--- src/rtl/serializer_arbiter.sv ---
// serializer_arbiter: round-robin arbiter that feeds one shared serializer.
// Requesters offer a word plus a valid-bit count. Words with a count of 1 or 2
// cannot be serialized, so they are accepted and dropped. Legal words are
// registered and issued with a one-cycle start pulse. The arbiter then waits
// for the serializer busy flag to rise and fall before it grants again.
// Optional feature: define SERIALIZER_ARB_STAT_EN to add a saturating
// 16-bit counter of dropped words on drop_cnt_o.
module serializer_arbiter #(
    parameter int REQ_NUM    = 4,
    parameter int DATA_W     = 16,
    parameter int DATA_MOD_W = 4
) (
    input  logic                          clk_i,
    input  logic                          srst_i,
    input  logic [REQ_NUM*DATA_W-1:0]     req_data_i,
    input  logic [REQ_NUM*DATA_MOD_W-1:0] req_mod_i,
    input  logic [REQ_NUM-1:0]            req_val_i,
    output logic [REQ_NUM-1:0]            req_ready_o,
    output logic [DATA_W-1:0]             ser_data_o,
    output logic [DATA_MOD_W-1:0]         ser_mod_o,
    output logic                          ser_val_o,
    input  logic                          ser_busy_i,
    output logic [$clog2(REQ_NUM)-1:0]    grant_id_o,
    output logic                          busy_o
`ifdef SERIALIZER_ARB_STAT_EN
    ,
    output logic [15:0]                   drop_cnt_o
`endif
);

    localparam int IDW = $clog2(REQ_NUM);

    localparam logic [1:0] ST_IDLE      = 2'd0;
    localparam logic [1:0] ST_ISSUE     = 2'd1;
    localparam logic [1:0] ST_WAIT_BUSY = 2'd2;
    localparam logic [1:0] ST_WAIT_DONE = 2'd3;

    logic [1:0]            state_q, state_d;
    logic [IDW-1:0]        rr_ptr_q, rr_ptr_d;
    logic [DATA_W-1:0]     data_q, data_d;
    logic [DATA_MOD_W-1:0] mod_q, mod_d;
    logic [IDW-1:0]        gid_q, gid_d;
    logic                  sval_q, sval_d;

    logic                  gnt_found;
    logic [IDW-1:0]        gnt_idx;
    logic [DATA_W-1:0]     sel_data;
    logic [DATA_MOD_W-1:0] sel_mod;
    logic                  accept;
    logic                  mod_illegal;
    int                    k;

    // Round-robin search from rr_ptr with wrap; first valid requester wins.
    always_comb begin
        gnt_found = 1'b0;
        gnt_idx   = '0;
        k         = 0;
        for (int i = 0; i < REQ_NUM; i++) begin
            k = int'(rr_ptr_q) + i;
            if (k >= REQ_NUM) k = k - REQ_NUM;
            if (!gnt_found && req_val_i[IDW'(k)]) begin
                gnt_found = 1'b1;
                gnt_idx   = IDW'(k);
            end
        end
    end

    // Mux out the granted word and drive the one-hot accept strobe.
    always_comb begin
        sel_data    = '0;
        sel_mod     = '0;
        req_ready_o = '0;
        accept      = (state_q == ST_IDLE) && gnt_found && !srst_i;
        for (int r = 0; r < REQ_NUM; r++) begin
            if (IDW'(r) == gnt_idx) begin
                sel_data       = req_data_i[r*DATA_W +: DATA_W];
                sel_mod        = req_mod_i[r*DATA_MOD_W +: DATA_MOD_W];
                req_ready_o[r] = accept;
            end
        end
        mod_illegal = (sel_mod == DATA_MOD_W'(1)) || (sel_mod == DATA_MOD_W'(2));
    end

    // Next-state logic: grant in IDLE, pulse in ISSUE, then track busy high/low.
    always_comb begin
        state_d  = state_q;
        rr_ptr_d = rr_ptr_q;
        data_d   = data_q;
        mod_d    = mod_q;
        gid_d    = gid_q;
        sval_d   = 1'b0;
        case (state_q)
            ST_IDLE: begin
                if (accept) begin
                    rr_ptr_d = (gnt_idx == IDW'(REQ_NUM-1)) ? '0 : gnt_idx + 1'b1;
                    if (!mod_illegal) begin
                        data_d  = sel_data;
                        mod_d   = sel_mod;
                        gid_d   = gnt_idx;
                        sval_d  = 1'b1;
                        state_d = ST_ISSUE;
                    end
                end
            end
            ST_ISSUE:     state_d = ST_WAIT_BUSY;
            ST_WAIT_BUSY: if (ser_busy_i)  state_d = ST_WAIT_DONE;
            ST_WAIT_DONE: if (!ser_busy_i) state_d = ST_IDLE;
            default:      state_d = ST_IDLE;
        endcase
    end

    // State registers; reset abandons any word in flight.
    always_ff @(posedge clk_i) begin
        if (srst_i) begin
            state_q  <= ST_IDLE;
            rr_ptr_q <= '0;
            data_q   <= '0;
            mod_q    <= '0;
            gid_q    <= '0;
            sval_q   <= 1'b0;
        end else begin
            state_q  <= state_d;
            rr_ptr_q <= rr_ptr_d;
            data_q   <= data_d;
            mod_q    <= mod_d;
            gid_q    <= gid_d;
            sval_q   <= sval_d;
        end
    end

`ifdef SERIALIZER_ARB_STAT_EN
    logic [15:0] drop_cnt_q;

    // Saturating count of accepted-but-dropped words.
    always_ff @(posedge clk_i) begin
        if (srst_i)
            drop_cnt_q <= '0;
        else if (accept && mod_illegal && (drop_cnt_q != 16'hFFFF))
            drop_cnt_q <= drop_cnt_q + 16'd1;
    end

    assign drop_cnt_o = drop_cnt_q;
`endif

    assign ser_data_o = data_q;
    assign ser_mod_o  = mod_q;
    assign ser_val_o  = sval_q;
    assign grant_id_o = gid_q;
    assign busy_o     = (state_q != ST_IDLE);

endmodule
--- config.mk ---
export PLATFORM = sky130hd
export DESIGN_NAME = serializer_arbiter
export DESIGN_NICKNAME = d
export VERILOG_FILES = /design/src/rtl/serializer_arbiter.sv
export SDC_FILE = /design/constraint.sdc
export NUM_CORES = 1
export LEC_CHECK = 0
export CAP_MARGIN = 5
export CORE_ASPECT_RATIO = 2
export CORE_UTILIZATION = 31
export DETAILED_ROUTE_END_ITERATION = 12
export HOLD_SLACK_MARGIN = 0.08
export PLACE_DENSITY = 0.67
export SETUP_SLACK_MARGIN = 0.05
export SYNTH_ARGS = -nofsm -noshare
export SYNTH_HDL_FRONTEND = slang
export SYNTH_SLANG_ARGS = --single-unit
--- constraint.sdc ---
create_clock -name clk_i -period 7.1 [get_ports clk_i]
set_clock_uncertainty 0.15 [all_clocks]
set_input_delay 0.71 -clock clk_i [delete_from_list [all_inputs] [get_ports clk_i]]
set_output_delay 0.71 -clock clk_i [all_outputs]
set_load 0.02 [all_outputs]
[After elaboration in Yosys (flattened, before gate mapping)]
Index checks and enable logic that the tools add are counted.
Operators by class
  $add $sub $neg: 8
  order comparisons: 8
  eq/ne operators: 13
  muxes and demuxes: 43
  bitwise logic cells: 3
  reduce and logical (&&, ||, !) cells: 17
Operators with widths (number)
  $mux W16: 4
  $mux W2: 13
  $mux W1: 17
  $lt A2 B4 Y1 const B: 4
  $mux W4: 4
  $ge A3 B3 Y1 const B: 3
  $bmux W1 S2: 4
  $ne A2 B2 Y1 const B: 4
  $pmux W2 S4: 1
  $sub A2 B1 Y2 const B: 4
  $add A2 B2 Y3 const B: 2
  $eq A2 B2 Y1 const B: 3
  $logic_and A1 B1 Y1: 5
  $eq A2 B2 Y1 const A: 2
  $eq A4 B1 Y1 const B: 1
  $eq A4 B2 Y1 const B: 1
  $logic_not A1 Y1: 4
  $logic_not A2 Y1: 2
  $reduce_and A4 Y1: 1
  $add A2 B1 Y3 const B: 1
  $ge A2 B3 Y1 const B: 1
  $not A1 Y1: 3
  $reduce_and A3 Y1: 1
  $reduce_or A3 Y1: 1
  other kinds (6): 6
Word-level totals
  bits in registers: 27
  bits of input ports: 87

[Depth between registers and ports, before layout]
  word-level depth: 25
  mapped depth: 14

[Worst setup path before layout]
No wires, ideal clock.
  path kind: input to register
  start point: input port req_val_i[3]
  end point: register data_q[12] (netlist: ser_data_o[12])
  data arrival time: 2939 ps
  required time: 6797 ps
  path slack: 3858 ps
  stages on the path: 13
  path buffers: 2
  path through: inv_1 > a22o_1 > a211oi_1 > inv_1 > ha_1 > buf_4 > nor2_2 > o211ai_1 > a211oi_2 > o21ai_2 > buf_4 > a21oi_1 > a311oi_2
On the way
  cells in the longest elaborated chain, start to end: 22
RTL lines
  from (decl): line 17  | input logic [REQ_NUM-1:0] req_val_i,
  $bmux W1 S2: line 61  | if (!gnt_found && req_val_i[IDW'(k)]) begin
  $mux W1 (implied by the code) (2 in a row): line 61
  $mux W1: line 61
  $logic_not A1 Y1: line 61
  $logic_and A1 B1 Y1: line 61
  $mux W1: line 61
  $logic_not A1 Y1: line 61
  $logic_and A1 B1 Y1: line 61
  (+3 left out)
  $mux W2 (*): line 61
  named net gnt_idx[0]: line 46  | logic [IDW-1:0] gnt_idx;
  $logic_not A2 Y1: line 75  | if (IDW'(r) == gnt_idx) begin
  $mux W4 (4 in a row): line 75
  $eq A4 B1 Y1 or $eq A4 B2 Y1 (tied branches): line 81  | mod_illegal = (sel_mod == DATA_MOD_W'(1)) || (sel_mod == DATA_MOD_W'(2));
  $logic_or A1 B1 Y1: line 81
  $not A1 Y1 (no source line)
  $reduce_and A3 Y1 (no source line)
  to (signal assigned): line 124  | data_q <= data_d;
  to (decl): line 40  | logic [DATA_W-1:0] data_q, data_d;
The timed path passes the listed nets; every way through them passes the cells marked *. The select of a mux whose other input is x is not followed.
A chain may end at the register's enable or synchronous reset.

[Final worst setup path]
  start point: input port req_val_i[3]
  end point: output port req_ready_o[3]
RTL lines
  $bmux W1 S2: line 61
  $mux W1 (implied by the code) (2 in a row): line 61
  $mux W1: line 61
  $logic_not A1 Y1: line 61
  $logic_and A1 B1 Y1: line 61
  $mux W1: line 61
  $logic_not A1 Y1: line 61
  $logic_and A1 B1 Y1: line 61
  $mux W1: line 61
  $logic_not A1 Y1: line 61
  $logic_and A1 B1 Y1: line 61
  $mux W2 (*): line 61
  named net gnt_idx[0]: line 46
  $eq A2 B2 Y1 (*): line 75
  $mux W1 (*): line 75
  to (decl): line 18  | output logic [REQ_NUM-1:0] req_ready_o,
Marks and branches as above.

==> key figures <==
Run status
  • Status: finished clean

Timing
  • Normalized max-slew margin: 0.221
  • Period Utilization, post-route: 0.695
  • RSZ-0062 raised after global routing: false
  • Minimum clock period: 4.94 ns
  • Fmax: 203 MHz
  • Hold WS: 0.336 ns
  • Slew Viols, Final: 0
  • Post-route setup TNS: 0 ns
  • Slew @ Worst Pin: 1.17 ns
  • Final-report hold violation count: 0
  • Count of final setup violators: 0

Logic synthesis
  • Ys Warns: 0
  • Largest family of logic cells by synthesized area: compound AO/OA/AOI/OAI gates
  • Cell area after synthesis: 2090 um^2
  • Synth Area in XOR/XNOR: 0
  • Fraction of synthesized area in multiplexers: 0.0102
  • Syn Nets: 379
  • Cells after Synth: 284
  • Register area share after synthesis: 0.259
  • Synth unique cells: 41
  • Avg Inst Size Synth: 7.35 um^2
  • Register bit total from synthesis: 27
  • Async SR Flop Fraction: 0
  • Compound-Gate Fraction of Synth Area: 0.449
  • Top FF cell, synth: dfxtp_1
  • Adder-cell share of the synthesized area: 0.0479
  • Post-Synth Simple-Gate Area: 0.124
  • Post-synth EDFFs: 0

Setup path
  • Delay-heaviest family, CP: buffers and inverters
  • R2R setup slack: 3.01 ns
  • R2R cell count: 11
  • Worst Setup Start Kind: input pin
  • Kind of critical path: in -> out
  • Buffer and inverter count on the worst path: 4
  • Cell Chain, Critical Path: clkdlybuf4s50_1, inv_1, a22o_1, a211oi_1, ha_1, inv_2, nor3_1, clkdlybuf4s50_1
  • Worst path required time: 6.24 ns
  • Worst setup startpoint: req_val_i[3]
  • Worst R2R End: ser_data_o[11]$_SDFFE_PP0P_
  • Slowest-stage cell, CP: ha_1
  • Critical path endpoint: req_ready_o[3]
  • Worst Setup End Kind: primary output
  • Worst r2r src: rr_ptr_q[0]$_SDFFE_PP0P_
  • CP Depth: 8
  • Highest fanout seen on the critical path: 35
  • Cell mode on critical path: clkdlybuf4s50_1
  • CP max stage delay: 1.04 ns
  • Arrival time at the worst endpoint: 4.08 ns

Cells and area
  • N_diodes: 0
  • Nets: 476
  • Layout cells sized above 1: 0.0737
  • Synth-to-Final Area Change: 60.1%
  • Filler Cell Count: 653

Clock network
  • CTS tree: done
  • Cts bufs inserted: 3
  • Clock latency on the worst-skew pair: 0.25 ns
  • Post_cts resized: 0
  • Htree depth: 1
  • CTS Sinks: 27
  • Worst-path clk slew: 0.06 ns
  • CTS Buffer Depth: 2
  • CTS root buf: clkbuf_16
  • Hold_buf cts: 0
  • Setup Buffers After CTS: 0

Power
  • VDD IR-drop max: 0.141 mV
  • Pwr dens: 377 nW/um^2
  • Pleak: 1.29 nW

Routing
  • Post-Route WL: 6.71 mm
  • DR WL/cell: 14.3 um
  • First DRT Iteration DRCs: 91
  • Vias after detailed routing: 2381
  • DR DRC count: 0
  • DR vias/cell: 5.09
  • Final ANT Viol Nets: 0
  • DRT Pass-1 Iters: 5

Die
  • Die X: 60.0 um
  • Row count: 42
  • Placeable Area: 6570 um^2
  • Num ports: 115
  • Die Y: 118 um
  • Die area: 7090 um^2
  • Starting Density: 0.318

Global routing
  • Vias in the first global route: 2316
  • GRT Resource Usage Total: 0.193
  • First-pass GRT wire length: 10.6 mm
  • Largest net degree at the start of global routing: 42
  • GRT Residual Overflow: 0
  • Initial antenna violation count: 0

Min path
  • HP Class: reg -> reg
  • Hold path cells: 2

Placement
  • PortBufs: 114
  • Final GP Congestion: 0.859
  • HPWL after DPL: 5.26 mm

Job
  • Max-cap violation count: 0
==> metrics by stage <==
step	power, mW	utilization	setup WS, ns	instances	cell area, um^2
after global placement	1.11	0.493	2.19	463	3240
after CTS	1.26	0.505	2.15	467	3320
after detailed placement	1.13	0.493	2.07	463	3240
final	1.26	0.509	2.16	468	3340
after floorplan	0.882	-	3.86	284	2090
after global routing	1.36	0.509	1.78	468	3340
==> flip-flops by register name (all words and copies together), names as in the netlist <==
signal / count
grant_id_o: 2
rr_ptr_q: 2
ser_data_o: 16
ser_mod_o: 4
ser_val_o: 1
state_q: 2
==> final cells by class <==
class,instances,area [um^2],share of cell area
Clock buffer,3,75.1,0.0225
Clock inverter,1,5.00,0.00150
Inverter,26,97.6,0.0292
Multi-Input combinational cell,205,1330,0.397
Sequential cell,27,541,0.162
Tap cell,88,110,0.0329
Timing Repair Buffer,118,1190,0.356
==> layer usage <==
layer	GRT usage	wire length [um]
met1	0.228	2710
met2	0.349	3670
met3	0.00769	166
met4	0.0669	157
met5	0	0
==> cell families after synthesis <==
kind of cell,after synthesis
adders and majority gates,8
muxes,2
and+or+nand+nor,57
AOI/OAI and AO/OA,138
buffers and inverters,52
DFF,27
==> worst min path at each step <==
stage | start | end | slack, ns
detailed placement | ser_mod_o[2]$_SDFFE_PP0P_ | ser_mod_o[2]$_SDFFE_PP0P_ | 0.33
global route | ser_mod_o[3]$_SDFFE_PP0P_ | ser_mod_o[3]$_SDFFE_PP0P_ | 0.36
floorplan | rr_ptr_q[1]$_SDFFE_PP0P_ | rr_ptr_q[1]$_SDFFE_PP0P_ | 0.32
finish | ser_mod_o[2]$_SDFFE_PP0P_ | ser_mod_o[2]$_SDFFE_PP0P_ | 0.34
CTS | ser_mod_o[2]$_SDFFE_PP0P_ | ser_mod_o[2]$_SDFFE_PP0P_ | 0.34
global placement | grant_id_o[1]$_SDFFE_PP0P_ | grant_id_o[1]$_SDFFE_PP0P_ | 0.32
==> power by group <==
group	leakage, nW	total [mW]	internal, mW	switching (mW)
Combinational	1.03	0.890	0.378	0.511
Clock	0.0409	0.125	0.0758	0.0490
Sequential	0.224	0.246	0.211	0.0354
==> cells in the mapped netlist, drive strengths merged, types with 8 or more instances <==
| library cell | n | area [um^2] |
|---|---|---|
| a21oi | 59 | 295 |
| a22oi | 17 | 133 |
| a311oi | 16 | 203 |
| buf | 11 | 75.1 |
| clkbuf | 15 | 56.3 |
| dfxtp | 27 | 541 |
| ha | 8 | 100 |
| inv | 26 | 97.6 |
| nand2 | 36 | 135 |
| o21ai | 26 | 134 |
==> cells in the final DEF (no fill, tap or decap), types with 6 or more instances in the layout <==
cell,Yosys,final
dfxtp_1,27,27
a22oi_1,16,16
clkdlybuf4s50_1,0,114
a311oi_2,10,10
ha_1,8,8
a311oi_1,6,6
a21oi_1,59,59
nand2_1,36,36
inv_1,25,25
o21ai_0,25,25
==> worst min-delay path, cell delays in order, from the launching register on <==
cell and delay (ns):
dfxtp_1 0.31, o21ai_0 0.07, a21oi_1 0.06
Power figures use the tool's default switching activity.
